File: src/rtl/control_sequencer_if.sv
// Handshake and strobe bundle between decode, the control sequencer and the datapath.
// step_mode/step exist only when CTRL_SINGLE_STEP_EN is defined.
interface control_sequencer_if #(
    parameter int OPCODE_W = 6,
    parameter int ICOUNT_W = 16
);
    logic                execute;
    logic [OPCODE_W-1:0] opcode;
    logic                is_alu_operation;
    logic                mem_ready;
`ifdef CTRL_SINGLE_STEP_EN
    logic                step_mode;
    logic                step;
`endif
    logic                do_fetch;
    logic                do_reg_load;
    logic                do_alu;
    logic                do_mem_load;
    logic                do_mem_store;
    logic                do_reg_store;
    logic                do_next;
    logic                do_reset;
    logic                do_halt;
    logic [3:0]          state;
    logic [1:0]          halt_cause;
    logic [ICOUNT_W-1:0] retired;

    modport master (
`ifdef CTRL_SINGLE_STEP_EN
        input  step_mode, step,
`endif
        input  execute, opcode, is_alu_operation, mem_ready,
        output do_fetch, do_reg_load, do_alu, do_mem_load, do_mem_store,
        output do_reg_store, do_next, do_reset, do_halt, state, halt_cause, retired
    );

    modport slave (
`ifdef CTRL_SINGLE_STEP_EN
        output step_mode, step,
`endif
        output execute, opcode, is_alu_operation, mem_ready,
        input  do_fetch, do_reg_load, do_alu, do_mem_load, do_mem_store,
        input  do_reg_store, do_next, do_reset, do_halt, state, halt_cause, retired
    );
endinterface

File: src/rtl/control_sequencer.sv
// Multi-cycle control FSM for the ternary CPU with mem_ready wait/timeout, retired counter
// and halt cause. Defining CTRL_SINGLE_STEP_EN enables single-step pausing after NEXT.
module control_sequencer #(
    parameter int OPCODE_W    = 6,
    parameter int MEM_TIMEOUT = 15,
    parameter int ICOUNT_W    = 16
) (
    input  logic                 clock,
    input  logic                 reset,
    control_sequencer_if.master  bus
);
    typedef enum logic [3:0] {
        ST_RESET    = 4'd0,
        ST_FETCH    = 4'd1,
        ST_REGLOAD  = 4'd2,
        ST_ALU      = 4'd3,
        ST_LOAD     = 4'd4,
        ST_STORE    = 4'd5,
        ST_REGSTORE = 4'd6,
        ST_NEXT     = 4'd7,
        ST_HALT     = 4'd8,
        ST_PAUSE    = 4'd9
    } state_e;

    // Opcode values mirror the parameters.vh opcode macros.
    localparam logic [OPCODE_W-1:0] OP_MV    = OPCODE_W'(1);
    localparam logic [OPCODE_W-1:0] OP_LUI   = OPCODE_W'(2);
    localparam logic [OPCODE_W-1:0] OP_LI    = OPCODE_W'(3);
    localparam logic [OPCODE_W-1:0] OP_LOAD  = OPCODE_W'(4);
    localparam logic [OPCODE_W-1:0] OP_STORE = OPCODE_W'(5);
    localparam logic [OPCODE_W-1:0] OP_BEQ   = OPCODE_W'(6);
    localparam logic [OPCODE_W-1:0] OP_BNE   = OPCODE_W'(7);
    localparam logic [OPCODE_W-1:0] OP_HALT  = OPCODE_W'(8);

    localparam int TIMER_W = (MEM_TIMEOUT > 0) ? $clog2(MEM_TIMEOUT + 1) : 1;
    localparam logic [TIMER_W-1:0] TIMER_LAST = TIMER_W'((MEM_TIMEOUT > 0) ? MEM_TIMEOUT - 1 : 0);

    state_e              state_r;
    state_e              next_state_s;
    logic [1:0]          halt_cause_r;
    logic [1:0]          next_cause_s;
    logic [TIMER_W-1:0]  timer_r;
    logic [ICOUNT_W-1:0] retired_r;
    logic                wait_s;
    logic                timeout_s;
    logic                active_s;

    // Next-state and halt-cause selection; a ready memory beats a simultaneous timeout.
    always_comb begin
        next_state_s = state_r;
        next_cause_s = halt_cause_r;
        wait_s       = (state_r == ST_FETCH) || (state_r == ST_LOAD) || (state_r == ST_STORE);
        timeout_s    = (MEM_TIMEOUT != 0) && wait_s && !bus.mem_ready && (timer_r == TIMER_LAST);
        case (state_r)
            ST_RESET:    next_state_s = ST_FETCH;
            ST_FETCH:    next_state_s = bus.mem_ready ? ST_REGLOAD : (timeout_s ? ST_HALT : ST_FETCH);
            ST_REGLOAD: begin
                if (bus.is_alu_operation) begin
                    next_state_s = ST_ALU;
                end else begin
                    case (bus.opcode)
                        OP_MV, OP_LUI, OP_LI: next_state_s = ST_REGSTORE;
                        OP_LOAD:              next_state_s = ST_LOAD;
                        OP_STORE:             next_state_s = ST_STORE;
                        OP_BEQ, OP_BNE:       next_state_s = ST_NEXT;
                        OP_HALT: begin
                            next_state_s = ST_HALT;
                            next_cause_s = 2'd1;
                        end
                        default: begin
                            next_state_s = ST_HALT;
                            next_cause_s = 2'd2;
                        end
                    endcase
                end
            end
            ST_ALU:      next_state_s = ST_REGSTORE;
            ST_LOAD:     next_state_s = bus.mem_ready ? ST_REGSTORE : (timeout_s ? ST_HALT : ST_LOAD);
            ST_STORE:    next_state_s = bus.mem_ready ? ST_NEXT : (timeout_s ? ST_HALT : ST_STORE);
            ST_REGSTORE: next_state_s = ST_NEXT;
`ifdef CTRL_SINGLE_STEP_EN
            ST_NEXT:     next_state_s = bus.step_mode ? ST_PAUSE : ST_FETCH;
            ST_PAUSE:    next_state_s = bus.step ? ST_FETCH : ST_PAUSE;
`else
            ST_NEXT:     next_state_s = ST_FETCH;
            ST_PAUSE:    next_state_s = ST_FETCH;
`endif
            ST_HALT:     next_state_s = ST_HALT;
            default:     next_state_s = ST_RESET;
        endcase
        if (timeout_s && !bus.mem_ready) begin
            next_cause_s = 2'd3;
        end else begin
            next_cause_s = next_cause_s;
        end
    end

    // State, wait timer, halt cause and retired counter; execute low freezes everything.
    always_ff @(posedge clock) begin
        if (reset) begin
            state_r      <= ST_RESET;
            halt_cause_r <= 2'd0;
            timer_r      <= '0;
            retired_r    <= '0;
        end else if (bus.execute) begin
            state_r      <= next_state_s;
            halt_cause_r <= next_cause_s;
            if (next_state_s != state_r) begin
                timer_r <= '0;
            end else if (wait_s && !bus.mem_ready) begin
                timer_r <= timer_r + TIMER_W'(1);
            end
            if ((state_r == ST_NEXT) && (retired_r != {ICOUNT_W{1'b1}})) begin
                retired_r <= retired_r + ICOUNT_W'(1);
            end
        end
    end

    // Phase strobe decode from the registered state.
    always_comb begin
        active_s         = bus.execute && (state_r != ST_HALT);
        bus.do_fetch     = active_s && (state_r == ST_FETCH);
        bus.do_reg_load  = active_s && (state_r == ST_REGLOAD);
        bus.do_alu       = active_s && (state_r == ST_ALU);
        bus.do_mem_load  = active_s && (state_r == ST_LOAD);
        bus.do_mem_store = active_s && (state_r == ST_STORE);
        bus.do_reg_store = active_s && (state_r == ST_REGSTORE);
        bus.do_next      = active_s && (state_r == ST_NEXT);
        bus.do_reset     = (state_r == ST_RESET) || reset;
        bus.do_halt      = (state_r == ST_HALT);
    end

    assign bus.state      = state_r;
    assign bus.halt_cause = halt_cause_r;
    assign bus.retired    = retired_r;
endmodule

File: src/flat_wrapper.sv
// flat-port wrapper written by rule: the top's interface ports become plain ports
module control_sequencer_flat 
#(
    parameter int OPCODE_W    = 6,
    parameter int MEM_TIMEOUT = 15,
    parameter int ICOUNT_W    = 16
)
  (clock, reset, bus_execute, bus_opcode, bus_is_alu_operation, bus_mem_ready, bus_do_fetch, bus_do_reg_load, bus_do_alu, bus_do_mem_load, bus_do_mem_store, bus_do_reg_store, bus_do_next, bus_do_reset, bus_do_halt, bus_state, bus_halt_cause, bus_retired);
  control_sequencer_if #(.OPCODE_W(OPCODE_W), .ICOUNT_W(ICOUNT_W)) bus_i ();
  input  logic clock;
  input  logic reset;
  input wire logic [$bits(bus_i.execute)-1:0] bus_execute;
  input wire logic [$bits(bus_i.opcode)-1:0] bus_opcode;
  input wire logic [$bits(bus_i.is_alu_operation)-1:0] bus_is_alu_operation;
  input wire logic [$bits(bus_i.mem_ready)-1:0] bus_mem_ready;
  output wire logic [$bits(bus_i.do_fetch)-1:0] bus_do_fetch;
  output wire logic [$bits(bus_i.do_reg_load)-1:0] bus_do_reg_load;
  output wire logic [$bits(bus_i.do_alu)-1:0] bus_do_alu;
  output wire logic [$bits(bus_i.do_mem_load)-1:0] bus_do_mem_load;
  output wire logic [$bits(bus_i.do_mem_store)-1:0] bus_do_mem_store;
  output wire logic [$bits(bus_i.do_reg_store)-1:0] bus_do_reg_store;
  output wire logic [$bits(bus_i.do_next)-1:0] bus_do_next;
  output wire logic [$bits(bus_i.do_reset)-1:0] bus_do_reset;
  output wire logic [$bits(bus_i.do_halt)-1:0] bus_do_halt;
  output wire logic [$bits(bus_i.state)-1:0] bus_state;
  output wire logic [$bits(bus_i.halt_cause)-1:0] bus_halt_cause;
  output wire logic [$bits(bus_i.retired)-1:0] bus_retired;
  assign bus_i.execute = bus_execute;
  assign bus_i.opcode = bus_opcode;
  assign bus_i.is_alu_operation = bus_is_alu_operation;
  assign bus_i.mem_ready = bus_mem_ready;
  assign bus_do_fetch = bus_i.do_fetch;
  assign bus_do_reg_load = bus_i.do_reg_load;
  assign bus_do_alu = bus_i.do_alu;
  assign bus_do_mem_load = bus_i.do_mem_load;
  assign bus_do_mem_store = bus_i.do_mem_store;
  assign bus_do_reg_store = bus_i.do_reg_store;
  assign bus_do_next = bus_i.do_next;
  assign bus_do_reset = bus_i.do_reset;
  assign bus_do_halt = bus_i.do_halt;
  assign bus_state = bus_i.state;
  assign bus_halt_cause = bus_i.halt_cause;
  assign bus_retired = bus_i.retired;
  control_sequencer #(.OPCODE_W(OPCODE_W), .MEM_TIMEOUT(MEM_TIMEOUT), .ICOUNT_W(ICOUNT_W)) u_core (.clock(clock), .reset(reset), .bus(bus_i));
endmodule
File: config.mk
export PLATFORM = sky130hd
export DESIGN_NAME = control_sequencer_flat
export DESIGN_NICKNAME = d
export VERILOG_FILES = /design/src/rtl/control_sequencer_if.sv /design/src/rtl/control_sequencer.sv /design/src/flat_wrapper.sv
export SDC_FILE = /design/constraint.sdc
export NUM_CORES = 1
export LEC_CHECK = 0
export CAP_MARGIN = 25
export CORE_MARGIN = 2
export CORE_UTILIZATION = 43
export CTS_CLUSTER_SIZE = 28
export DETAILED_ROUTE_END_ITERATION = 8
export PLACE_DENSITY_LB_ADDON = 0.3
export RECOVER_POWER = 50
export SYNTH_ARGS = -nofsm -noshare
export SYNTH_HDL_FRONTEND = slang
export SYNTH_SLANG_ARGS = --single-unit
export TNS_END_PERCENT = 10
File: constraint.sdc
create_clock -name clock -period 2.3 [get_ports clock]
set_clock_uncertainty 0.15 [all_clocks]
set_input_delay 0.345 -clock clock [delete_from_list [all_inputs] [get_ports clock]]
set_output_delay 0.345 -clock clock [all_outputs]
set_load 0.03 [all_outputs]
# After elaboration in Yosys (flattened, before gate mapping)
# Cells that the tools add are included.
[word_totals]
ff_bits = 26
input_bits = 11
out_inout_bits = 31
elab_cells = 70
[op_classes]
n_addsub = 2
eq_ne = 23
n_mux = 15
reduce_logical = 26
[ops]
columns = ["op", "n"]
rows = [
  ["$mux W4", 9],
  ["$pmux W4 S8", 1],
  ["$eq A6 B3 Y1 const B", 4],
  ["$add A16 B1 Y16 const B", 1],
  ["$eq A4 B3 Y1 const B", 4],
  ["$ne A16 B16 Y1 const B", 1],
  ["$pmux W4 S4", 1],
  ["$eq A4 B4 Y1 const B", 3],
  ["$eq A6 B2 Y1 const B", 2],
  ["$logic_and A1 B1 Y1", 12],
  ["$eq A4 B2 Y1 const B", 2],
  ["$reduce_or A7 Y1", 1],
  ["$eq A6 B1 Y1 const B", 1],
  ["$eq A6 B4 Y1 const B", 1],
  ["$mux W2", 3],
  ["$reduce_or A3 Y1", 2],
  ["$add A4 B1 Y4 const B", 1],
  ["$eq A4 B1 Y1 const B", 1],
  ["$logic_not A4 Y1", 1],
  ["$ne A2 B1 Y1 const B", 2],
  ["$ne A4 B4 Y1", 1],
  ["$ne A4 B4 Y1 const B", 1],
  ["$pmux W2 S2", 1],
  ["$reduce_and A2 Y1", 2],
  ["5 further kinds", 8],
]

# Longest topological paths before layout
# Gate-level depths: netlist (run 1).
[logic_depth]
ltp_word = 11
mapped_depth = 7

# Worst setup path before layout (run 1)
# Ideal clock, no wire load.
[synth_timing]
path_kind = "register to register"
startpoint = "register u_core.state_r[1] (netlist: u_core.bus.state[1])"
endpoint = "register u_core.timer_r[2]"
arrival_time_ps = 2126
required_ps = 2030
setup_slack_ps = -95
stages_incl_launch_ff = 7
n_path_buf = 1
period_less_slack_ps = 2395
path_cell_list = "dfxtp_1 > buf_4 > or4b_4 > or3_4 > a32oi_2 > nor4_1 > a211o_1"
[synth_between]
elab_chain_len = 11
word_cells_on_any_way = 26
classes_between = "eq/ne: 10; mux: 8; reduce/logical: 8"
[synth_lines]
columns = ["element", "line", "text"]
rows = [
  ["from (decl)", "control_sequencer.sv:38", "state_e state_r;"],
  ["from (signal assigned)", "control_sequencer.sv:106", "state_r <= next_state_s;"],
  ["$eq A4 B1 Y1 or $eq A4 B3 Y1 (tied branches)", "control_sequencer.sv:52, control_sequencer.sv:54", ""],
  ["$logic_or A1 B1 Y1 (2 in a row)", "control_sequencer.sv:52", "wait_s = (state_r == ST_FETCH) || (state_r == ST_LOAD) || (state_r == ST_STORE);"],
  ["$logic_and A1 B1 Y1", "control_sequencer.sv:53, control_sequencer.sv:110", ""],
  ["$logic_and A1 B1 Y1", "control_sequencer.sv:53", "timeout_s = (MEM_TIMEOUT != 0) && wait_s && !bus.mem_ready && (timer_r == TIMER_LAST);"],
  ["$mux W4, on equally long branches (2 in a row)", "control_sequencer.sv:79, control_sequencer.sv:56, control_sequencer.sv:78", ""],
  ["$pmux W4 S8", "control_sequencer.sv:54", "case (state_r)"],
  ["$ne A4 B4 Y1", "control_sequencer.sv:108", "if (next_state_s != state_r) begin"],
  ["$reduce_bool A2 Y1 (no source line)", "-", ""],
  ["$reduce_and A2 Y1 (no source line)", "-", ""],
  ["to (signal assigned)", "control_sequencer.sv:111", "timer_r <= timer_r + TIMER_W'(1);"],
  ["to (decl)", "control_sequencer.sv:42", "logic [TIMER_W-1:0] timer_r;"],
]
# Several ways; a longest one is shown, not always the timed one.
# A chain may end at the register's enable or synchronous reset.

# Worst setup path after layout (run 1)
[layout_timing]
startpoint = "register u_core.state_r[0] (netlist: u_core.bus.state[0])"
endpoint = "register u_core.timer_r[2]"
# The elaborated chain is that of the path after synthesis.

==> out/summary.log, run 1 <==
qor: detailed_routing.routedWlPerCell 13.8 um
qor: clocking.cts_root_buffer sky130_fd_sc_hd__clkbuf_4
qor: logic_synthesis.ys.flop_type sky130_fd_sc_hd__dfxtp_1
qor: detailed_routing.dr_vias 1649
qor: worst_setup_path.critPathBufInv 0
qor: timing.final-hold-violation-count 0
qor: worst_setup_path.worstPathMaxFanout 4
qor: logic_synthesis.synth_area 1580 um2
qor: grt.grt_start_max_net_pins 30
qor: die.starting_utilization_of_the_core_area 46.2%
qor: outcome.run_status finished clean
qor: timing.totalNegativeSetupSlack 0 ns
qor: logic_synthesis.yosys.cell_types.count 43
qor: detailed_routing.detail_route.wirelength 4080 um
qor: clocking.clock_insertion_delay_worst_skew 0.32 ns
qor: power.peakVddDrop 361 uV
qor: grt.overflow 0
qor: die.dieHeight 64.6 um
qor: die.die_width 64.6 um
qor: worst_hold_path.hp-class reg2reg
qor: finish.insertedDiodeCount 0
qor: placed_design.portBuffers 41
qor: clocking.tritoncts built
qor: finish.most_frequent_standard_cell_in_the_layout_excluding_fill_and_tap_cells sky130_fd_sc_hd__nor2_1
qor: grt.via_count_of_the_first_global_routing_pass 1534
qor: finish.fraction_of_final_layout_cells_sized_beyond_drive_strength_1 12.8%
qor: clocking.cts.reportedPaths.clkPinSlew 0.14 ns
qor: worst_setup_path.cp_cell_sequence or4b_4, or3_4, a32oi_4, nor4_1, a211o_1
qor: timing.setup-violations-final 0
qor: placed_design.finalWeightedCongestion 0.859
qor: logic_synthesis.synth_seq_cells 26
qor: detailed_routing.ant_nets 0
qor: finish.stdcell_count 296
qor: worst_setup_path.timing.critical_path.arrival 2.30 ns
qor: logic_synthesis.synth-async-reset-ratio 0%
qor: timing.setup_repair_after_global_routing_missed_its_margin false
qor: logic_synthesis.synth_seq_area_share 33.0%
qor: detailed_routing.post-route-drc-count 0
qor: worst_setup_path.crit_slowest_cell sky130_fd_sc_hd__or4b_4
qor: worst_setup_path.path_class reg2reg
qor: clocking.ctsHtreeMaxLevel 1
qor: die.core.rowCount 21
qor: grt.global_route_wire_length_before_repair 6960 um
qor: finish.num-nets-final 265
qor: power.p_per_area 407 nW/um2
qor: timing.fmax 451 MHz
qor: logic_synthesis.postSynthCellCount 199
qor: job.drv.max_cap_violation_count 0
qor: logic_synthesis.synth_enable_flop_cells 0
qor: logic_synthesis.post_synth.cell_area_avg 7.92 um2
qor: worst_setup_path.timing.critical_path.max_delay_family simple AND/OR/NAND/NOR gates
qor: clocking.number_of_buffers_created_by_cts 3
qor: timing.worst_pin_slew 0.541 ns
qor: placed_design.numPlacedInstances 292
qor: timing.final_period_minus_worst_setup_slack 2.22 ns
qor: timing.timing.final.ws_setup 0.0846 ns
qor: worst_setup_path.worst_path_max_stage_delay 0.56 ns
qor: die.pin_count 42
qor: die.die-area 4170 um2
qor: placed_design.post-place-ws -0.130 ns
qor: clocking.ctsLongestPathBuffers 2
qor: worst_setup_path.cp-start-kind register
qor: clocking.cts_num_sinks 26
qor: detailed_routing.detailedRoute.firstPassIterationCount 4
qor: finish.most-common-layout-cells 30 x sky130_fd_sc_hd__nor2_1, 24 x sky130_fd_sc_hd__dfxtp_1, 20 x sky130_fd_sc_hd__buf_4, 16 x sky130_fd_sc_hd__clkdlybuf4s50_1, 16 x sky130_fd_sc_hd__dlygate4sd3_1
qor: logic_synthesis.syn-num-nets 213
qor: grt.antenna_found_initial 0
qor: detailed_routing.via_per_inst 5.57
qor: placed_design.dp_hpwl 2910 um
qor: die.core 3420 um2
qor: timing.maxSlewViolCount 0
qor: worst_setup_path.worst-endpoint-required 2.39 ns
qor: power.leakage 0.869 nW
qor: timing.timing.slew.headroom 63.6%
qor: grt.track_usage 20.7%
qor: worst_setup_path.worst_setup_path_end_kind register
qor: timing.final_min_period_over_clock_period 96.3%
qor: detailed_routing.dr.first_iter.drc_count 165
qor: power.overall_power_of_the_completed_layout 0.875 mW
qor: logic_synthesis.yosysWarnings 0
qor: finish.areaGrowthSynthToFinish 36.5%
## layer usage
metal / vias up / track usage (%) / wire length, um
li1: 836 / - / -
met5: - / 0 / 0
met1: 765 / 27.4 / 1930
met4: 0 / 5.32 / 44
met3: 6 / 4.69 / 246
met2: 42 / 34.1 / 1860
## synth_stat cells (all sizes together), types with 3 or more instances
library cell / n / area (um2)
nor2: 30 / 113
clkbuf: 8 / 30.0
ha: 3 / 37.5
and4: 3 / 26.3
and3: 5 / 31.3
o31ai: 3 / 22.5
or3: 5 / 36.3
nand3: 8 / 40.0
nor4: 5 / 31.3
xor2: 15 / 131
a21oi: 8 / 40.0
nor3: 8 / 40.0
nand2: 8 / 30.0
nand2b: 6 / 37.5
inv: 7 / 26.3
dfxtp: 26 / 521
o211ai: 7 / 52.6
nand4: 7 / 43.8
o21ai: 8 / 40.0
## power by group
group	internal, mW	leakage, nW	switching [mW]
clock network	0.0969	0.0210	0.136
logic	0.0799	0.638	0.102
registers	0.457	0.211	0.00383
## sequential cells by signal (all words and copies together), names as in the netlist
name / flops
u_core.bus.halt_cause: 2
u_core.bus.retired: 16
u_core.bus.state: 4
u_core.timer_r: 4
## worst paths after layout
kind	end	startpoint	slack, ns	cells past startpoint
worst max-delay path	u_core.timer_r[2]	u_core.bus.state[0]	0.08	5
worst min-delay path	u_core.bus.halt_cause[1]	u_core.bus.halt_cause[1]	0.36	2
worst max register to register	u_core.timer_r[2]	u_core.bus.state[0]	0.08	5
worst min register to register	u_core.bus.halt_cause[1]	u_core.bus.halt_cause[1]	0.36	2
## worst min-delay path, delay by kind of cell, from the launching register on
| kind | cells | cell delay [ns] |
|---|---|---|
| flops | 1 | 0.36 |
| simple gates | 1 | 0.08 |
| compound gates | 1 | 0.05 |
## repair_timing
item / in CTS / in global routing
buffers inserted: 0 / 0
hold buffers: 0 / 0
gates resized for setup: 2 / 1
setup endpoints to repair: 1 / 1
## through the flow
step	cell area [um2]	hold slack, ns	util (%)
2_1_floorplan	1580	0.341	-
3_3_place_gp	2110	0.330	61.8
3_5_place_dp	2110	0.338	61.8
4_1_cts	2150	0.372	63.0
5_1_grt	2150	0.405	63.0
6_report	2150	0.359	63.0
## cells by family (layout without fill, tap and decap cells)
logic type	after synthesis	count (layout)	synth area share, %
AOI/OAI and AO/OA	41	41	18.0
and+or+nand+nor	96	96	33.0
buffers and inverters	16	67	4.05
xor gates and xnor gates	16	16	8.89
muxes	1	1	0.635
DFF	26	26	33.0
adders and majority gates	3	3	2.38
## cell type report
cell class	instances	area (um2)
clock buffer	4	36.3
fill	307	1260
inverter	7	26.3
multi-input combinational	157	1010
sequential	26	523
tap	46	57.6
timing repair buffer	56	502
No activity file was read; power rests on OpenSTA's default activity.
==> inputs of run 2 (changes only) <==
--- a/config.mk
+++ b/config.mk
@@ -5,9 +5,10 @@
 export SDC_FILE = /design/constraint.sdc
 export NUM_CORES = 1
 export LEC_CHECK = 0
+export ABC_AREA = 1
 export CAP_MARGIN = 25
 export CORE_MARGIN = 2
-export CORE_UTILIZATION = 43
+export CORE_UTILIZATION = 45
 export CTS_CLUSTER_SIZE = 28
 export DETAILED_ROUTE_END_ITERATION = 8
 export PLACE_DENSITY_LB_ADDON = 0.3
==> run 2 against run 1 <==
Effect of this change:
- total power increased by 12%
- register-to-register slack improved by 0.16 ns
- non-clock buffer count shrank 11
- critical path depth is 2 higher
- final area rose by 3.5%
- routed wire length shrank 0.76%
- hold slack got worse by 0.013 ns
- cell count grew 19%
==> out/summary.log, run 2 <==
qor: logic_synthesis.syn-num-nets 274 [+29%]
qor: timing.worst_pin_slew 0.357 ns [-0.184 ns]
qor: grt.overflow 0 [unchanged]
qor: power.comb_power_share 21.3% [+0.5 points]
qor: die.die_width 66.1 um [+2.5%]
qor: detailed_routing.post-route-drc-count 0 [unchanged]
qor: worst_setup_path.crit_slowest_cell sky130_fd_sc_hd__dfxtp_2
qor: detailed_routing.routedWlPerCell 11.5 um [-17%]
qor: power.peakVddDrop 292 uV [-19%]
qor: grt.via_count_of_the_first_global_routing_pass 1642 [+7.0%]
qor: die.core 3690 um2 [+8.0%]
qor: power.p_per_area 438 nW/um2 [+7.8%]
qor: timing.maxSlewViolCount 0 [unchanged]
qor: worst_setup_path.worst_setup_path_end_kind output port
qor: finish.insertedDiodeCount 0 [unchanged]
qor: timing.fmax 471 MHz [+4.3%]
qor: logic_synthesis.yosysWarnings 0 [unchanged]
qor: finish.final.fill_count 357 [+16%]
qor: grt.antenna_found_initial 0 [unchanged]
qor: power.intPower 0.689 mW [+8.8%]
qor: clocking.cts_num_sinks 26 [unchanged]
qor: power.overall_power_of_the_completed_layout 0.976 mW [+12%]
qor: logic_synthesis.synth_largest_type_area_fraction 29.9% [-3.1 points]
qor: clocking.cts.reportedPaths.clkPinSlew 0.09 ns [-0.05 ns]
qor: logic_synthesis.yosys-top-cells-area sky130_fd_sc_hd__dfxtp_1 30%, sky130_fd_sc_hd__nand2_1 11%, sky130_fd_sc_hd__inv_1 6.9%, sky130_fd_sc_hd__nor2_1 5.0%, sky130_fd_sc_hd__nand3_1 4.9%
qor: logic_synthesis.post_synth.cell_area_avg 6.68 um2 [-16%]
qor: timing.final-hold-violation-count 0 [unchanged]
qor: clocking.ctsHtreeMaxLevel 1 [unchanged]
qor: die.pin_count 42 [unchanged]
qor: finish.fraction_of_final_layout_cells_sized_beyond_drive_strength_1 18.7% [+5.9 points]
qor: timing.timing.slew.headroom 76.1% [+13 points]
qor: logic_synthesis.synth_seq_cells 26 [unchanged]
qor: clocking.cts-hold-fix-buffers 0 [unchanged]
qor: die.dieHeight 66.1 um [+2.5%]
qor: logic_synthesis.yosysTopAreaCell sky130_fd_sc_hd__dfxtp_1
qor: timing.totalNegativeSetupSlack 0 ns [unchanged]
qor: detailed_routing.detail_route.wirelength 4050 um [-0.76%]
qor: timing.setup-violations-final 0 [unchanged]
qor: clocking.cts_root_buffer sky130_fd_sc_hd__clkbuf_8
qor: power.leakage 0.956 nW [+10%]
qor: worst_setup_path.worst_path_max_stage_delay 0.43 ns [-0.13 ns]
qor: finish.num-nets-final 320 [+21%]
qor: timing.final_min_period_over_clock_period 92.4% [-3.9 points]
qor: job.drv.max_cap_violation_count 0 [unchanged]
qor: power.clock_power_share 30.2% [+3.6 points]
qor: detailed_routing.via_per_inst 4.93 [-12%]
qor: worst_setup_path.worst_path_most_repeated_cell sky130_fd_sc_hd__nor2_1
qor: detailed_routing.detailedRoute.firstPassIterationCount 4 [unchanged]
qor: logic_synthesis.synthMostInstantiatedCell sky130_fd_sc_hd__nand2_1
qor: worst_setup_path.worstPathMaxFanout 7 [+3]
qor: logic_synthesis.synth-async-reset-ratio 0% [unchanged]
qor: outcome.run_status finished clean
qor: timing.setup_repair_after_global_routing_missed_its_margin false
qor: detailed_routing.dr_vias 1739 [+5.5%]
qor: logic_synthesis.synth_seq_area_share 29.9% [-3.1 points]
qor: power.power.sequential.fraction 48.5% [-4.1 points]
qor: clocking.number_of_buffers_created_by_cts 3 [unchanged]
qor: worst_setup_path.timing.critical_path.arrival 1.63 ns [-0.67 ns]
qor: worst_setup_path.cp_cell_sequence nor2_1, nand3_1, inv_1, nor2_1, inv_2, nor2_1, buf_4
qor: grt.global_route_wire_length_before_repair 7020 um [+0.89%]
qor: die.starting_utilization_of_the_core_area 47.1% [+0.96 points]
qor: clocking.ctsLongestPathBuffers 2 [unchanged]
qor: logic_synthesis.synth.top_cells.by_count 50 x sky130_fd_sc_hd__nand2_1, 32 x sky130_fd_sc_hd__inv_1, 26 x sky130_fd_sc_hd__dfxtp_1
qor: clocking.clock_insertion_delay_worst_skew 0.27 ns [-0.05 ns]
qor: placed_design.finalWeightedCongestion 0.852 [-0.81%]
qor: detailed_routing.dr.first_iter.drc_count 130 [-21%]
qor: die.die-area 4380 um2 [+5.0%]
qor: logic_synthesis.synth_enable_flop_cells 0 [unchanged]
qor: logic_synthesis.ys.flop_type sky130_fd_sc_hd__dfxtp_1
qor: worst_setup_path.path_class reg2out
qor: clocking.tritoncts built
qor: die.core.rowCount 22 [+4.8%]
qor: timing.final_period_minus_worst_setup_slack 2.12 ns [-0.0908 ns]
qor: worst_hold_path.hp-class reg2reg
qor: grt.track_usage 20.3% [-0.40 points]
qor: grt.grt_start_max_net_pins 18 [-40%]
qor: finish.most-common-layout-cells 50 x sky130_fd_sc_hd__nand2_1, 31 x sky130_fd_sc_hd__inv_1, 26 x sky130_fd_sc_hd__nor2_1, 22 x sky130_fd_sc_hd__dfxtp_1, 20 x sky130_fd_sc_hd__dlygate4sd3_1
qor: placed_design.dp_hpwl 3170 um [+9.1%]
qor: logic_synthesis.postSynthCellCount 260 [+31%]
qor: finish.most_frequent_standard_cell_in_the_layout_excluding_fill_and_tap_cells sky130_fd_sc_hd__nand2_1
qor: power.power.switching_fraction 29.4% [+1.8 points]
qor: logic_synthesis.synth_area 1740 um2 [+10%]
qor: detailed_routing.ant_nets 0 [unchanged]
qor: worst_setup_path.cp-start-kind register
qor: worst_setup_path.worst-endpoint-required 1.80 ns [-0.59 ns]
qor: power.total_switching_power 0.287 mW [+19%]
qor: placed_design.portBuffers 41 [unchanged]
qor: finish.areaGrowthSynthToFinish 28.1%
qor: logic_synthesis.yosys.cell_types.count 33 [-23%]
qor: finish.largest_register_ffs 16 [unchanged]
==> run 2: cell types whose count changed in the layout (fill, tap and decap cells not counted), sizes merged, moves of 5 or more <==
cell    change
nand2      +54
nor2        +5
o211ai      -6
inv        +33
nand2b      -6
a21oi       +9
xor2        -9
o21ai       +8
nand3      +12
or3         -5
buf         -9
==> run 2: repair_timing <==
action	4_1_cts	5_1_grt
pin swaps	0	0
buffers inserted	0	0
resized for setup	2	4
endpoints found under the setup margin	1	5
==> run 2: path summary, 6_finish.rpt <==
path	from	end	slack, ns	depth (start not counted)
worst min-delay path	u_core.bus.retired[14]	u_core.bus.retired[14]	0.35	2
worst max-delay path	u_core.bus.state[1]	bus_do_reg_load	0.18	7
worst min register to register	u_core.bus.retired[14]	u_core.bus.retired[14]	0.35	2
worst max register to register	u_core.bus.retired[1]	u_core.bus.retired[5]	0.24	11
==> run 2: per-stage QoR <==
step	util, %	setup slack, ns	hold WS, ns	cells	instance area, um2
floorplan	-	0.0404	0.329	260	1740
global placement	59.4	0.194	0.328	349	2190
detailed placement	59.4	0.125	0.335	349	2190
CTS	60.9	0.00423	0.350	353	2250
global route	60.4	0.0386	0.363	353	2230
finish	60.4	0.175	0.346	353	2230
==> run 2: worst max-delay path, delay by kind of cell, from the launching register on <==
kind	cells	cell delay, ns
buffers and inverters	3	0.37
flip-flops	1	0.43
AND/OR/NAND/NOR	4	0.55
==> run 2: power groups by stage <==
| stage | clock (mW) | sequential [mW] | combinational [mW] |
|---|---|---|---|
| 5_1_grt | 0.326 | 0.476 | 0.232 |
| 2_1_floorplan | 0 | 0.494 | 0.135 |
| 6_report | 0.295 | 0.474 | 0.208 |
| 3_3_place_gp | 0 | 0.484 | 0.212 |
| 3_5_place_dp | 0 | 0.484 | 0.215 |
| 4_1_cts | 0.307 | 0.473 | 0.215 |
==> run 2: layout make-up <==
class | instances | area (um2) | share of cell area [%]
inverters | 40 | 153 | 6.85
well taps | 48 | 60.1 | 2.70
clock buffers | 4 | 55.1 | 2.47
multi-input cells | 190 | 1010 | 45.6
repair buffers | 45 | 419 | 18.8
flip-flops and latches | 26 | 526 | 23.6
==> run 2: routing by layer <==
metal | vias to the layer above | track usage [%] | part of all wire [%]
li1 | 937 | - | -
met1 | 762 | 25.7 | 45
met2 | 36 | 35.6 | 50
met3 | 4 | 3.07 | 4.1
met5 | - | 0 | 0
met4 | 0 | 5.36 | 0.84
==> run 2: cells by family after synthesis <==
kind of cell	synth area share, %
fa+ha+maj	2.16
flops	29.9
xor+xnor	3.53
compound gates	12.0
buf+inv	10.6
simple gates	41.8
==> inputs of run 3 (changes only) <==
--- a/config.mk
+++ b/config.mk
@@ -7,7 +7,7 @@
 export LEC_CHECK = 0
 export ABC_AREA = 1
 export CAP_MARGIN = 25
-export CORE_MARGIN = 2
+export CORE_MARGIN = 1
 export CORE_UTILIZATION = 45
 export CTS_CLUSTER_SIZE = 28
 export DETAILED_ROUTE_END_ITERATION = 8
==> run 3 against run 2 <==
Effect of this change:
- maximum frequency down 0.99%
- routed wire length down 3.2%
- final area up 0.84%
- cell count up 0.28%
- die area down 6.0%
- sequential power fell by 2%
- first-iteration DRC count fell by 20%
- highest routed layer unchanged
==> out/summary.log, run 3 (same netlist as run 2, synthesis figures left out) <==
qor: timing.setup-violations-final 0 [unchanged]
qor: clocking.cts-hold-fix-buffers 0 [unchanged]
qor: timing.timing.final.ws_setup 0.154 ns [-0.0213 ns]
qor: placed_design.dpl-instance-area 2210 um2 [+0.69%]
qor: finish.areaGrowthSynthToFinish 29.2%
qor: timing.final_min_period_over_clock_period 93.3% [+0.93 points]
qor: placed_design.dp_hpwl 3190 um [+0.61%]
qor: detailed_routing.detail_route.wirelength 3920 um [-3.2%]
qor: timing.totalNegativeSetupSlack 0 ns [unchanged]
qor: die.pin_count 42 [unchanged]
qor: clocking.cts_num_sinks 26 [unchanged]
qor: die.die-area 4110 um2 [-6.0%]
qor: finish.final_cell_area 2250 um2 [+0.84%]
qor: power.total_switching_power 0.278 mW [-3.3%]
qor: detailed_routing.detailedRoute.firstPassIterationCount 4 [unchanged]
qor: power.peakVddDrop 373 uV [+28%]
qor: detailed_routing.via_per_inst 5.00 [+1.4%]
qor: grt.grt_util_met3 3.75% [+0.68 points]
qor: placed_design.portBuffers 41 [unchanged]
qor: placed_design.numPlacedInstances 351 [+0.57%]
qor: outcome.run_status finished clean
qor: worst_setup_path.worstPathMaxFanout 6 [-1]
qor: worst_setup_path.timing.critical_path.arrival 1.65 ns [+0.02 ns]
qor: power.intPower 0.658 mW [-4.5%]
qor: finish.most_frequent_standard_cell_in_the_layout_excluding_fill_and_tap_cells sky130_fd_sc_hd__nand2_1
qor: worst_setup_path.reg2reg_slack 0.22 ns [-0.02 ns]
qor: detailed_routing.dr_vias 1769 [+1.7%]
qor: power.leakage 0.975 nW [+1.9%]
qor: power.overall_power_of_the_completed_layout 0.936 mW [-4.1%]
qor: clocking.clock_insertion_delay_worst_skew 0.27 ns [about the same]
qor: clocking.postCtsResizedCells 1 [-1]
qor: timing.worst_pin_slew 0.407 ns [+0.0500 ns]
qor: power.power.switching_fraction 29.7% [+0.27 points]
qor: finish.fraction_of_final_layout_cells_sized_beyond_drive_strength_1 19.0% [+0.27 points]
qor: worst_setup_path.path_class reg2out
qor: clocking.number_of_buffers_created_by_cts 3 [unchanged]
qor: grt.grt_start_max_net_pins 18 [unchanged]
qor: grt.via_count_of_the_first_global_routing_pass 1500 [-8.6%]
qor: timing.final_period_minus_worst_setup_slack 2.15 ns [+0.0213 ns]
qor: detailed_routing.routedWlPerCell 11.1 um [-3.5%]
qor: die.starting_utilization_of_the_core_area 47.1% [unchanged]
qor: power.p_per_area 417 nW/um2 [-4.9%]
qor: finish.most-common-layout-cells 50 x sky130_fd_sc_hd__nand2_1, 32 x sky130_fd_sc_hd__inv_1, 25 x sky130_fd_sc_hd__dfxtp_1, 24 x sky130_fd_sc_hd__nor2_1, 23 x sky130_fd_sc_hd__dlygate4sd3_1
qor: clocking.cts_root_buffer sky130_fd_sc_hd__clkbuf_8
qor: power.clock_power_share 26.5% [-3.7 points]
qor: grt.overflow 0 [unchanged]
qor: grt.antenna_found_initial 0 [unchanged]
qor: power.comb_power_share 23.8% [+2.5 points]
qor: die.core 3690 um2 [unchanged]
qor: worst_hold_path.hp-class reg2reg
qor: die.core.rowCount 22 [unchanged]
qor: grt.met1_usage 28.8% [+3.1 points]
qor: timing.fmax 466 MHz [-0.99%]
qor: grt.global_route_wire_length_before_repair 6730 um [-4.2%]
qor: timing.final-hold-violation-count 0 [unchanged]
qor: power.power.sequential.fraction 49.7% [+1.2 points]
qor: die.dieHeight 64.1 um [-3.0%]
qor: finish.largest_register_ffs 16 [unchanged]
qor: placed_design.finalWeightedCongestion 0.928 [+8.9%]
qor: finish.stdcell_count 354 [+0.28%]
qor: clocking.cts.reportedPaths.clkPinSlew 0.08 ns [about the same]
qor: worst_setup_path.worst_setup_path_end_kind output port
qor: finish.num-nets-final 322 [+0.63%]
qor: detailed_routing.ant_nets 0 [unchanged]
qor: grt.track_usage 20.7% [+0.37 points]
qor: worst_setup_path.cp-start-kind register
qor: clocking.cts_setup_buffers 0 [unchanged]
qor: die.die_width 64.1 um [-3.0%]
qor: placed_design.post-place-ws 0.0972 ns [-0.0280 ns]
qor: detailed_routing.post-route-drc-count 0 [unchanged]
qor: timing.timing.slew.headroom 72.8% [-3.3 points]
qor: clocking.ctsLongestPathBuffers 2 [unchanged]
qor: detailed_routing.dr.first_iter.drc_count 104 [-20%]
qor: timing.maxSlewViolCount 0 [unchanged]
qor: worst_setup_path.worst-endpoint-required 1.80 ns [about the same]
qor: finish.insertedDiodeCount 0 [unchanged]
qor: timing.setup_repair_after_global_routing_missed_its_margin false
qor: grt.grt.busiest_layer met2
qor: clocking.ctsHtreeMaxLevel 1 [unchanged]
qor: grt.grt.met2_usage 33.0% [-2.6 points]
qor: job.drv.max_cap_violation_count 0 [unchanged]
qor: clocking.tritoncts built
==> run 3: cell count changes in the layout (fill, tap and decap cells not counted), moves of 2 or more <==
cell / change
sky130_fd_sc_hd__clkdlybuf4s50_1: -3
sky130_fd_sc_hd__dfxtp_1: +3
sky130_fd_sc_hd__dfxtp_2: -3
sky130_fd_sc_hd__dlygate4sd3_1: +3
sky130_fd_sc_hd__buf_4: +2
sky130_fd_sc_hd__nor2_1: -2
==> run 3: path summary, 6_finish.rpt <==
| kind | endpoint | cells past startpoint | start |
|---|---|---|---|
| max reg2reg | u_core.timer_r[0] | 14 | u_core.bus.state[3] |
| min | u_core.bus.retired[14] | 2 | u_core.bus.retired[14] |
| max | bus_do_mem_store | 7 | u_core.bus.state[1] |
| min reg2reg | u_core.bus.retired[14] | 2 | u_core.bus.retired[14] |
==> run 3: layout make-up <==
type                            count  area [um2]
Clock buffer                        3        41.3
Sequential cell                    26         522
Fill cell                         342        1440
Timing Repair Buffer               47         434
Multi-Input combinational cell    190        1040
Inverter                           40         153
Tap cell                           48        60.1
==> run 3: per-stage QoR <==
stage	util, %	hold slack [ns]
detailed placement	59.8	0.336
global placement	59.8	0.329
floorplan	-	0.329
global route	60.9	0.386
finish	60.9	0.344
CTS	60.9	0.349
==> run 3: critical path, stage by stage, from the launching register on <==
cell	delay, ns
sky130_fd_sc_hd__dfxtp_1	0.43
sky130_fd_sc_hd__nor2_1	0.12
sky130_fd_sc_hd__nand3_1	0.13
sky130_fd_sc_hd__inv_1	0.09
sky130_fd_sc_hd__nor2_1	0.17
sky130_fd_sc_hd__inv_1	0.15
sky130_fd_sc_hd__nor3_2	0.12
sky130_fd_sc_hd__buf_4	0.18
==> run 3: power by group through the flow <==
| stage | Clock, mW | Sequential (mW) | Combinational, mW |
|---|---|---|---|
| after global routing | 0.274 | 0.467 | 0.244 |
| final | 0.248 | 0.465 | 0.222 |
| after detailed placement | 0 | 0.476 | 0.227 |
| after CTS | 0.258 | 0.466 | 0.227 |
| after floorplan | 0 | 0.494 | 0.135 |
| after global placement | 0 | 0.476 | 0.226 |
==> run 3: per-layer routing <==
| metal | part of all wire (%) | routed length, um |
|---|---|---|
| met3 | 2.6 | 101 |
| met1 | 50 | 1950 |
| met2 | 47 | 1830 |
| met4 | 1.0 | 40 |
| met5 | 0 | 0 |
==> edit, RTL diff (settings of run 2) <==
`OPCODE_W` is set to 6 in 3 places; all go to 4.
--- a/src/rtl/control_sequencer_if.sv
+++ b/src/rtl/control_sequencer_if.sv
@@ -1,7 +1,7 @@
 // Handshake and strobe bundle between decode, the control sequencer and the datapath.
 // step_mode/step exist only when CTRL_SINGLE_STEP_EN is defined.
 interface control_sequencer_if #(
-    parameter int OPCODE_W = 6,
+    parameter int OPCODE_W = 4,
     parameter int ICOUNT_W = 16
 );
     logic                execute;
--- a/src/rtl/control_sequencer.sv
+++ b/src/rtl/control_sequencer.sv
@@ -1,7 +1,7 @@
 // Multi-cycle control FSM for the ternary CPU with mem_ready wait/timeout, retired counter
 // and halt cause. Defining CTRL_SINGLE_STEP_EN enables single-step pausing after NEXT.
 module control_sequencer #(
-    parameter int OPCODE_W    = 6,
+    parameter int OPCODE_W    = 4,
     parameter int MEM_TIMEOUT = 15,
     parameter int ICOUNT_W    = 16
 ) (
--- a/src/flat_wrapper.sv
+++ b/src/flat_wrapper.sv
@@ -1,7 +1,7 @@
 // flat-port wrapper written by rule: the top's interface ports become plain ports
 module control_sequencer_flat 
 #(
-    parameter int OPCODE_W    = 6,
+    parameter int OPCODE_W    = 4,
     parameter int MEM_TIMEOUT = 15,
     parameter int ICOUNT_W    = 16
 )
Ports: changed (resized bus_opcode); port bits go from 42 to 40. No check against the original RTL was run, so the function may have changed too.
==> edit against run 2 <==
  * Count of clock-buffer cells in the layout shrank 1
  * Sequential cell count is the same
  * Combinational power grew 13%
  * Clock power grew 29%
  * Routed wire length grew 1.9%
  * Global-route usage grew 0.69 points
  * Design area grew 1.5%
  * Total power grew 11%
  * Area after synthesis shrank 3.6%
  * Cell count grew 0.28%
  * Register-to-register slack lost 0.02 ns
  * Hold slack gained 0.0035 ns
  * Worst setup slack lost 0.045 ns
==> edit: results (changes against run 2) <==
p_leak_nw: 0.976  # was 0.956 nW
vias_per_cell: 5.03  # was 4.93
routabilityCongestion: 0.885  # was 0.852
drt_first_iter_violations: 104  # was 130
grt_pass1_wl_mm: 7.13  # was 7.02 mm
synth_common_cells: "51 x nand2_1, 33 x inv_1, 26 x dfxtp_1, 26 x nor2_1, 17 x a21oi_1"  # was 50 x nand2_1, 32 x inv_1, 26 x dfxtp_1, 23 x nor2_1, 17 x nand3_1
grt_usage: 0.210  # was 0.203
synthTopCellsByArea: "dfxtp_1 31%, nand2_1 11%, inv_1 7.4%"  # was dfxtp_1 30%, nand2_1 11%, inv_1 6.9%
grt_max_degree: 16  # was 18
portBuffers: 39  # was 41
dp_cells: 350  # was 349
synth_seq_area_share: 0.311  # was 0.299
ir_drop_mv: 0.263  # was 0.292 mV
drive_gt1_frac: 0.199  # was 0.187
num_vias: 1781  # was 1739
synth_nets: 268  # was 274
wl_per_cell_um: 11.7  # was 11.5 µm
place_ws_ns: 0.133  # was 0.125 ns
avgSynthCellArea_um2: 6.54  # was 6.68 µm²
cp_data_arrival_time_ns: 1.67  # was 1.63 ns
placed_area_um2: 2200  # was 2190 µm²
status: "completed"  # unchanged
worst_path_dominant_cell_family: "buffers and inverters"  # was simple AND/OR/NAND/NOR gates
post-dp-hpwl_mm: 3.23  # was 3.17 mm
use_met1: 0.264  # was 0.257
nets: 319  # was 320
met3_usage: 0.0278  # was 0.0307
crit_slowest_cell: "dfxtp_4"  # was dfxtp_2
cpPeakStageDelay_ns: 0.39  # was 0.43 ns
grt_use_met2: 0.366  # was 0.356
tightest_slew_ns: 0.384  # was 0.357 ns
-- edit: cell count changes after synthesis, sizes merged, moves of 2 or more --
cell	change
nand3	-5
nor3	+5
nor3b	+4
xor2	-4
buf	-3
a21oi	+2
a31oi	+2
nor4	-2
-- edit: area by class of cell --
type,instances,area [µm²],share of cell area
inverter,42,158,0.0697
clock inverter,1,30.0,0.0133
clock buffer,3,41.3,0.0183
tap,48,60.1,0.0266
timing repair buffer,48,437,0.193
sequential,26,532,0.235
multi-input combinational,186,1000,0.444
-- edit: tightest hold or removal path, stage by stage (launching register included) --
cell     delay (ns)
dfxtp_1        0.34
inv_1          0.07
a21oi_1        0.05
-- edit: logic make-up (layout without fill, tap and decap cells) --
family | Yosys count | in the layout | share of synthesized area
buffers and inverters | 44 | 94 | 0.0986
XOR/XNOR | 3 | 3 | 0.0157
AO/OA/AOI/OAI | 42 | 42 | 0.141
adder cells (fa/ha/maj) | 3 | 3 | 0.0224
flip-flops | 26 | 26 | 0.311
AND/OR/NAND/NOR | 138 | 138 | 0.412
-- edit: repair_timing --
item,in CTS,in global routing
pin swaps,0,0
hold endpoints to repair,0,0
resized for setup,1,5
setup endpoints to repair,2,6
setup buffers,0,0
-- edit: path summary, 6_finish.rpt --
check                                            from               endpoint  slack, ns  depth (start not counted)
worst max register to register    u_core.bus.state[3]      u_core.timer_r[1]       0.22                         12
worst min-delay path            u_core.bus.retired[4]  u_core.bus.retired[4]       0.35                          2
worst max-delay path              u_core.bus.state[0]       bus_do_mem_store       0.13                          9
worst min register to register  u_core.bus.retired[4]  u_core.bus.retired[4]       0.35                          2
-- edit: power groups by stage --
stage	sequential, W	combinational, W	clock, W
2_1_floorplan	0.000495	0.000146	0
3_3_place_gp	0.000485	0.000235	0
3_5_place_dp	0.000485	0.000238	0
4_1_cts	0.000475	0.000239	0.000383
5_1_grt	0.000474	0.000260	0.000406
6_report	0.000473	0.000234	0.000380
-- edit: stage by stage --
step | util | hold slack, ns | power, W
after floorplan | - | 0.298 | 0.000641
after global placement | 0.610 | 0.333 | 0.000720
after detailed placement | 0.610 | 0.341 | 0.000723
after CTS | 0.630 | 0.355 | 0.00110
after global routing | 0.627 | 0.376 | 0.00114
final | 0.627 | 0.349 | 0.00109
-- edit: per-layer routing --
metal | up-vias | part of all wire
met3 | 4 | 0.048
met2 | 41 | 0.47
met1 | 798 | 0.47
met5 | - | 0
li1 | 938 | -
met4 | 0 | 0.011
